## config.mk

```make
export PLATFORM = sky130hd
export DESIGN_NAME = crypto_fu_sched
export DESIGN_NICKNAME = d
export VERILOG_FILES = /design/src/rtl/crypto_fu_sched.sv
export SDC_FILE = /design/constraint.sdc
export NUM_CORES = 1
export LEC_CHECK = 0
export BUFFER_PORTS_ARGS = -buffer_cell sky130_fd_sc_hd__buf_4
export CAP_MARGIN = 10
export CORE_AREA = 10 10 248 250
export DETAILED_ROUTE_END_ITERATION = 12
export DIE_AREA = 0 0 258 260
export GPL_ROUTABILITY_DRIVEN = 1
export SYNTH_ARGS = -nofsm -noshare
export SYNTH_HDL_FRONTEND = slang
export SYNTH_SLANG_ARGS = --single-unit
```

## constraint.sdc

```tcl
create_clock -name clk_i -period 6.9 [get_ports clk_i]
set_input_delay 1.38 -clock clk_i [delete_from_list [all_inputs] [get_ports clk_i]]
set_output_delay 1.38 -clock clk_i [all_outputs]
set_load 0.03 [all_outputs]
```

## src/rtl/crypto_fu_sched.sv

```systemverilog
// Issue scheduler sharing one crypto scalar FU among NR_REQ requesters.
// Round-robin issue, one op in flight, PRNG seed tracking and post-seed warmup.
package crypto_instr_pkg;
  typedef enum logic [3:0] {
    OP_NONE        = 4'd0,
    OP_SHA256_SIG0 = 4'd1,
    OP_SHA256_SIG1 = 4'd2,
    OP_SHA256_SUM0 = 4'd3,
    OP_SHA256_SUM1 = 4'd4,
    OP_SM3_P0      = 4'd5,
    OP_SM3_P1      = 4'd6,
    OP_PRNG        = 4'd7,
    OP_XOR_R       = 4'd8
  } opcode_t;
endpackage

// state  | meaning
// IDLE   | arbitrate; winner driven onto the FU bus in its accept cycle
// BUSY   | waiting for fu_valid_i
// RESP   | response held for the owner until resp_ready_i[owner]
// WARMUP | PRNG settling after a seed op; no accepts
module crypto_fu_sched
  import crypto_instr_pkg::*;
#(
  parameter int unsigned NR_REQ        = 2,
  parameter int unsigned XLEN          = 64,
  parameter int unsigned WARMUP_CYCLES = 4,
  parameter opcode_t     IDLE_OP       = OP_NONE
) (
  input  logic                           clk_i,
  input  logic                           rst_i,
  input  logic    [NR_REQ-1:0]           req_valid_i,
  output logic    [NR_REQ-1:0]           req_ready_o,
  input  opcode_t [NR_REQ-1:0]           req_op_i,
  input  logic    [NR_REQ-1:0][XLEN-1:0] req_rs1_i,
  input  logic    [NR_REQ-1:0][XLEN-1:0] req_rs2_i,
  input  logic    [NR_REQ-1:0][31:0]     req_instr_i,
  input  logic    [NR_REQ-1:0][4:0]      req_rd_i,
  output opcode_t                        fu_op_o,
  output logic    [XLEN-1:0]             fu_rs1_o,
  output logic    [XLEN-1:0]             fu_rs2_o,
  output logic    [31:0]                 fu_instr_o,
  output logic    [4:0]                  fu_rd_o,
  input  logic                           fu_valid_i,
  input  logic    [XLEN-1:0]             fu_result_i,
  output logic    [NR_REQ-1:0]           resp_valid_o,
  input  logic    [NR_REQ-1:0]           resp_ready_i,
  output logic    [XLEN-1:0]             resp_result_o,
  output logic    [4:0]                  resp_rd_o,
  output logic                           resp_err_o
);

  localparam int unsigned IDX_W = $clog2(NR_REQ);

  typedef enum logic [1:0] {
    S_IDLE   = 2'd0,
    S_BUSY   = 2'd1,
    S_RESP   = 2'd2,
    S_WARMUP = 2'd3
  } state_t;

  state_t            state_q, state_d;
  logic [IDX_W-1:0]  last_grant_q;
  logic [IDX_W-1:0]  owner_q;
  logic              seeded_q;
  logic              seed_op_q;
  logic [7:0]        cnt_q;
  logic [XLEN-1:0]   resp_result_q;
  logic [4:0]        resp_rd_q;
  logic              resp_err_q;

  logic [IDX_W-1:0]  winner;
  logic              grant_found;
  logic              accept;
  logic              win_prng;
  logic              win_seed;
  logic              win_unseed;
  logic              xor_blocked;
  logic              issue;
  logic              resp_hs;

  // Rotating priority: search starts just after the last granted requester.
  always_comb begin
    int unsigned      cand;
    logic [IDX_W-1:0] cand_idx;
    winner      = '0;
    grant_found = 1'b0;
    cand        = 0;
    cand_idx    = '0;
    for (int unsigned i = 1; i <= NR_REQ; i++) begin
      cand     = (32'(last_grant_q) + i) % NR_REQ;
      cand_idx = IDX_W'(cand);
      if (!grant_found && req_valid_i[cand_idx]) begin
        grant_found = 1'b1;
        winner      = cand_idx;
      end
    end
  end

  assign accept      = (state_q == S_IDLE) && grant_found && !rst_i;
  assign win_prng    = (req_op_i[winner] == OP_PRNG);
  assign win_seed    = win_prng && (req_instr_i[winner][27:25] == 3'b101);
  assign win_unseed  = win_prng && (req_instr_i[winner][27:25] == 3'b111);
  assign xor_blocked = (req_op_i[winner] == OP_XOR_R) && !seeded_q;
  assign issue       = accept && !xor_blocked;
  assign resp_hs     = (state_q == S_RESP) && resp_ready_i[owner_q];

  assign req_ready_o  = accept ? (NR_REQ'(1) << winner) : '0;
  assign fu_op_o      = issue ? req_op_i[winner]    : IDLE_OP;
  assign fu_rs1_o     = issue ? req_rs1_i[winner]   : '0;
  assign fu_rs2_o     = issue ? req_rs2_i[winner]   : '0;
  assign fu_instr_o   = issue ? req_instr_i[winner] : '0;
  assign fu_rd_o      = issue ? req_rd_i[winner]    : '0;

  assign resp_valid_o  = (state_q == S_RESP) ? (NR_REQ'(1) << owner_q) : '0;
  assign resp_result_o = resp_result_q;
  assign resp_rd_o     = resp_rd_q;
  assign resp_err_o    = resp_err_q;

  always_comb begin
    state_d = state_q;
    unique case (state_q)
      S_IDLE:   if (accept) state_d = xor_blocked ? S_RESP : S_BUSY;
      S_BUSY:   if (fu_valid_i) state_d = S_RESP;
      S_RESP:   if (resp_hs) state_d = (seed_op_q && (WARMUP_CYCLES > 0)) ? S_WARMUP : S_IDLE;
      S_WARMUP: if (cnt_q <= 8'd1) state_d = S_IDLE;
      default:  state_d = S_IDLE;
    endcase
  end

  always_ff @(posedge clk_i or posedge rst_i) begin
    if (rst_i) begin
      state_q       <= S_IDLE;
      last_grant_q  <= IDX_W'(NR_REQ - 1);
      owner_q       <= '0;
      seeded_q      <= 1'b0;
      seed_op_q     <= 1'b0;
      cnt_q         <= '0;
      resp_result_q <= '0;
      resp_rd_q     <= '0;
      resp_err_q    <= 1'b0;
    end else begin
      state_q <= state_d;
      if (accept) begin
        last_grant_q <= winner;
        owner_q      <= winner;
        seed_op_q    <= win_seed;
        resp_rd_q    <= req_rd_i[winner];
        if (win_seed) begin
          seeded_q <= 1'b1;
        end else if (win_unseed) begin
          seeded_q <= 1'b0;
        end
        // Unseeded XOR_R never reaches the FU; it is answered with an error.
        if (xor_blocked) begin
          resp_result_q <= '0;
          resp_err_q    <= 1'b1;
        end
      end
      if ((state_q == S_BUSY) && fu_valid_i) begin
        resp_result_q <= fu_result_i;
        resp_err_q    <= 1'b0;
      end
      if (resp_hs && (state_d == S_WARMUP)) begin
        cnt_q <= 8'(WARMUP_CYCLES);
      end else if (state_q == S_WARMUP) begin
        cnt_q <= cnt_q - 8'd1;
      end
    end
  end

endmodule

```

== Word level (Yosys, flattened, before mapping) ==
Index checks and enable logic that the tools add are counted.
Widths: inputs -> output; s select.

* Bits of input ports: 409
* Bits in registers: 84
* Logic and storage cells: 92

* Order comparisons: 5
* Multiplexer cells: 44
* Add/sub/neg operators: 3
* Equality and inequality tests: 8
* Shift operators: 2
* Reduce and logical (&&, ||, !) cells: 21

{| class="wikitable"
|+ Operators with widths
! cell !! number
|-
| $mux 64 || 9
|-
| $mux 32 || 3
|-
| $mux 2 || 8
|-
| $mux 8 || 2
|-
| $mux 1 || 15
|-
| $mux 5 || 3
|-
| $mux 4 || 3
|-
| $logic_and 1x1->1 || 10
|-
| $le 8x1->1 const B || 1
|-
| $lt 1x2->1 const B || 4
|-
| $pmux 2 s4 || 1
|-
| $reduce_bool 2->1 || 4
|-
| $sub 8x1->8 const B || 1
|-
| $eq 2x2->1 const B || 3
|-
| $eq 3x3->1 const B || 2
|-
| $eq 4x3->1 const B || 1
|-
| $eq 4x4->1 const B || 1
|-
| $logic_not 1->1 || 4
|-
| $reduce_and 2->1 || 2
|-
| $shl 1x1->2 const A || 2
|-
| $add 1x1->1 const B || 2
|-
| $eq 2x1->1 const B || 1
|-
| $logic_not 2->1 || 1
|}

== Longest topological paths before layout ==
* Depth in word-level cells: 17
* Depth in mapped cells: 9

== Worst setup path before layout ==
No wires, ideal clock.

* Path kind: input-to-output
* From: input port req_valid_i[1]
* To: output port fu_instr_o[0]
* Cell stages on the path: 8
* Arrival: 3.129 ns
* Data required time: 5.520 ns
* Buffers on the path: 3
* Path slack: 2.391 ns
* Cell sequence: a21boi_2 mux2_2 nand4_1 o21bai_1 buf_2 buf_6 buf_6 a21oi_1

* Cells in the longest elaborated chain, start to end: 13

{| class="wikitable"
|+ RTL lines
! what !! line !! RTL
|-
| start: declaration || 32 || <nowiki>input logic [NR_REQ-1:0] req_valid_i,</nowiki>
|-
| $mux 1 (implied by the code) (2 in a row) || 93 || <nowiki>if (!grant_found && req_valid_i[cand_idx]) begin</nowiki>
|-
| $mux 1 || 93 ||
|-
| $logic_not 1->1 || 93 ||
|-
| $logic_and 1x1->1 || 93 ||
|-
| $mux 1 || 93 ||
|-
| $mux 4 (implied by the code) (2 in a row) || 104 || <nowiki>assign xor_blocked = (req_op_i[winner] == OP_XOR_R) && !seeded_q;</nowiki>
|-
| $eq 4x4->1 || 104 ||
|-
| $logic_and 1x1->1 || 104 ||
|-
| $logic_not 1->1 || 105 || <nowiki>assign issue = accept && !xor_blocked;</nowiki>
|-
| $logic_and 1x1->1 || 105 ||
|-
| $mux 32 * || 112 || <nowiki>assign fu_instr_o = issue ? req_instr_i[winner] : '0;</nowiki>
|-
| end: declaration || 42 || <nowiki>output logic [31:0] fu_instr_o,</nowiki>
|}

Mark *: on every way between the ends. The rest lies on a longest branch, timed or not. The select of a mux whose other input is x is not followed.

== Worst setup path in the final report ==
* From: input port req_valid_i[1]
* To: output port fu_rs2_o[33]

* Cells in the longest elaborated chain, start to end: 13

{| class="wikitable"
|+ RTL lines
! what !! line !! RTL
|-
| $mux 1 (implied by the code) (2 in a row) || 93 ||
|-
| $mux 1 || 93 ||
|-
| $logic_not 1->1 || 93 ||
|-
| $logic_and 1x1->1 || 93 ||
|-
| $mux 1 || 93 ||
|-
| $mux 4 (implied by the code) (2 in a row) || 104 ||
|-
| $eq 4x4->1 || 104 ||
|-
| $logic_and 1x1->1 || 104 ||
|-
| $logic_not 1->1 || 105 ||
|-
| $logic_and 1x1->1 || 105 ||
|-
| $mux 64 * || 111 || <nowiki>assign fu_rs2_o = issue ? req_rs2_i[winner] : '0;</nowiki>
|-
| end: declaration || 41 || <nowiki>output logic [XLEN-1:0] fu_rs2_o,</nowiki>
|}

Marks and branches as above.

==> metrics.txt <==
initial antenna violation count=14; sw frac=50.3%; Critical Path AT=4.28 ns; I/O pins=652; Post-Synthesis Cells=931; grt met2 use=19.4%; CP cell instances=buf_4, a21bo_4, mux2i_1, nand4_1, o21bai_4, buf_12, a21oi_1, buf_4; max-slew violations=0; worst endpoint required time=5.52 ns; critical path class=input pin to output port; # rows=87; post-layout min period=5.66 ns; GRT overflow=0; overall die height=260 um; Setup TNS=0 ns; vias in the first global route=8365; Post-Place Worst Slack=1.12 ns; Setup crit start kind=input pin; Hold Crit Depth=1; nets@finish=1942; Detailed Route WL=46.3 mm; leading cell type in the layout, fill and taps excluded=buf_4; antenna-violating nets left=0; clock skew=0.00940 ns; multi-input combinational cell area=0.00341 sq mm; area of the die=0.0671 sq mm; post-layout util=21.0%; R2R depth=6; most frequent cells in the layout=buf_4, nand2_1, a21oi_1; reg2reg end=state_q[0]$_DFF_PP0_; Initial DRC Count=864; Yosys top cell by area=dfrtp_1; storage element area=0.00210 sq mm; Psw=1.84 mW; layout cell share with drive strength beyond 1=45.1%; P_int=1.82 mW; Port Buffer Count=651; critical-path maximum fanout=67; final setup fails=0; Initial Util=10.5%; TritonCTS clock tree=built; CTS Buf Count=9; cts hold-fix bufs=0; P&R area growth vs syn=101%; Post-Layout Cell Count=2296; WL per Instance=20.1 um; core footprint=0.0563 sq mm; leakage=6.05 nW; clock sinks=84; RSZ-0062 raised after global routing=false; Worst-Margin Slew=0.884 ns; Hold Vio Cnt, Final=0; pwr/cell area=309 mW/mm^2; H-tree levels=3; final routed DRC violation total=0; CTS clk-pin slew, worst paths=0.07 ns; Cells after DPL=2276; Yosys warnings=0; Seq/Total Area, Yosys=35.8%; worst hold start=resp_err_o$_DFFE_PP0P_; Initial DRT Pass Iterations=5; clk_lat worst skew=0.34 ns; top cell type's share of synthesized area=35.3%; number of synthesized flops with an enable pin=0; setup bufs post-CTS=0; post-CTS sizing=0; GR peak layer=met2; largest net degree at the start of global routing=144; Gate power share=63.3%; Synth async-reset ratio=100%; clock share of power=13.5%; FF-to-FF setup slack=3.93 ns; status=completed; post-DP HPWL=38.7 mm; Reg power frac=23.2%; Netlist cell types=37; fillcell total=6350; syn_area_per_cell=6.32 sq um; final period utilization=82.0%; Post-Synthesis Cell Area=0.00588 sq mm; Final Cell Area=0.0118 sq mm; GRT Overall Usage=12.4%; Critical Path Sink Type=output port; CP most frequent cell=buf_4; first-pass GRT wire length=61.3 mm; Hold Crit Class=register to register; Max Cap Viol=0; max_slew headroom=39.4%; DIE WIDTH=258 um; grt met3 use=5.37%; Clock Tree Buf Depth=2; Primary FF master, synth=dfrtp_1; PnR worst setup slack=1.24 ns; hold-critical path endpoint=resp_err_o$_DFFE_PP0P_; Crit-path slowest cell=o21bai_4; worst r2r src=last_grant_q$_DFFE_PP1P_; total number of vias=8718; Placement Cell Area=0.0115 sq mm; clk root buf=clkbuf_16; Slowest Stage Delay on Critical Path=0.73 ns; biggest area contributors in the synthesized netlist=dfrtp_1, nand2_1, a21oi_1; Synth Register Bits=84; gpl congestion=1.00; Synth Net Count=1342; fmax=0.177 GHz; global routing met1 resource utilization=15.6%; DR vias/cell=3.80; maximum vdd ir drop=121 uV
==> final cells by class <==
type / count / share of cell area, %
antenna: 4 / 0.0845
timing repair buffer: 666 / 42.7
tap: 756 / 7.99
sequential: 84 / 17.8
inverter: 5 / 0.169
clock buffer: 10 / 1.93
multi-input combinational: 765 / 28.8
clock inverter: 6 / 0.602
==> cell usage after synthesis (2+ instances only) <==
cell / number
nor3_1: 5
a21oi_1: 224
nand4_1: 2
inv_1: 5
mux2_2: 2
xor2_1: 3
mux2i_1: 5
dfrtp_1: 83
nor2b_1: 4
ha_1: 2
buf_4: 4
o21ai_0: 3
xnor2_1: 3
clkbuf_1: 52
nand2_1: 461
buf_6: 10
a21o_1: 4
buf_2: 11
nor2_1: 25
a22oi_1: 5
and3_1: 2
==> worst max-delay path, delay by kind of cell <==
family | cells | cell delay, ns
AO/OA/AOI/OAI | 3 | 1.24
AND/OR/NAND/NOR | 1 | 0.35
buffers and inverters | 3 | 0.68
multiplexers | 1 | 0.51
==> registers in the layout, indices dropped and copies added, names as in the netlist <==
name           count
resp_rd_o          5
state_q            2
cnt_q              8
seed_op_q          1
owner_q            1
last_grant_q       1
resp_result_o     64
resp_err_o         1
seeded_q           1
==> how the worst max path moves through the flow <==
stage | cells after the start | from | to | slack, ns
floorplan | 8 | req_valid_i[1] | fu_instr_o[0] | 2.39
global placement | 8 | req_valid_i[1] | fu_rs2_o[33] | 1.14
detailed placement | 8 | req_valid_i[1] | fu_rs2_o[33] | 1.12
CTS | 8 | req_valid_i[1] | fu_rs2_o[33] | 1.10
global route | 8 | req_valid_i[1] | fu_rs2_o[33] | 0.93
finish | 8 | req_valid_i[1] | fu_rs2_o[33] | 1.24
==> cell families (layout without fill, tap and decap cells) <==
family,count (synthesis),count (layout),synth area share (%)
muxes,7,7,1.23
DFF,84,84,35.8
adders and majority gates,2,2,0.425
buffers and inverters,82,687,7.00
xor gates and xnor gates,6,6,0.894
other,0,4,0
and+or+nand+nor,508,508,33.4
AOI/OAI and AO/OA,242,242,21.3
==> metrics by stage <==
step	total power [mW]	hold WS, ns
2_1_floorplan	2.17	0.456
3_3_place_gp	3.21	0.460
3_5_place_dp	3.21	0.470
4_1_cts	3.72	0.486
5_1_grt	3.89	0.514
6_report	3.66	0.479
==> layer usage <==
layer | share of wire [%] | routed length, um
met5 | 0.31 | 145
met4 | 1.6 | 749
met3 | 11 | 4990
met2 | 45 | 21000
met1 | 42 | 19400
==> power by group through the flow <==
stage | sequential (mW) | clock, mW | combinational (mW)
finish | 0.848 | 0.495 | 2.32
global route | 0.878 | 0.529 | 2.48
global placement | 0.848 | 0 | 2.36
floorplan | 1.20 | 0 | 0.966
CTS | 0.850 | 0.513 | 2.36
detailed placement | 0.858 | 0 | 2.35
Power figures use the tool's default switching activity.
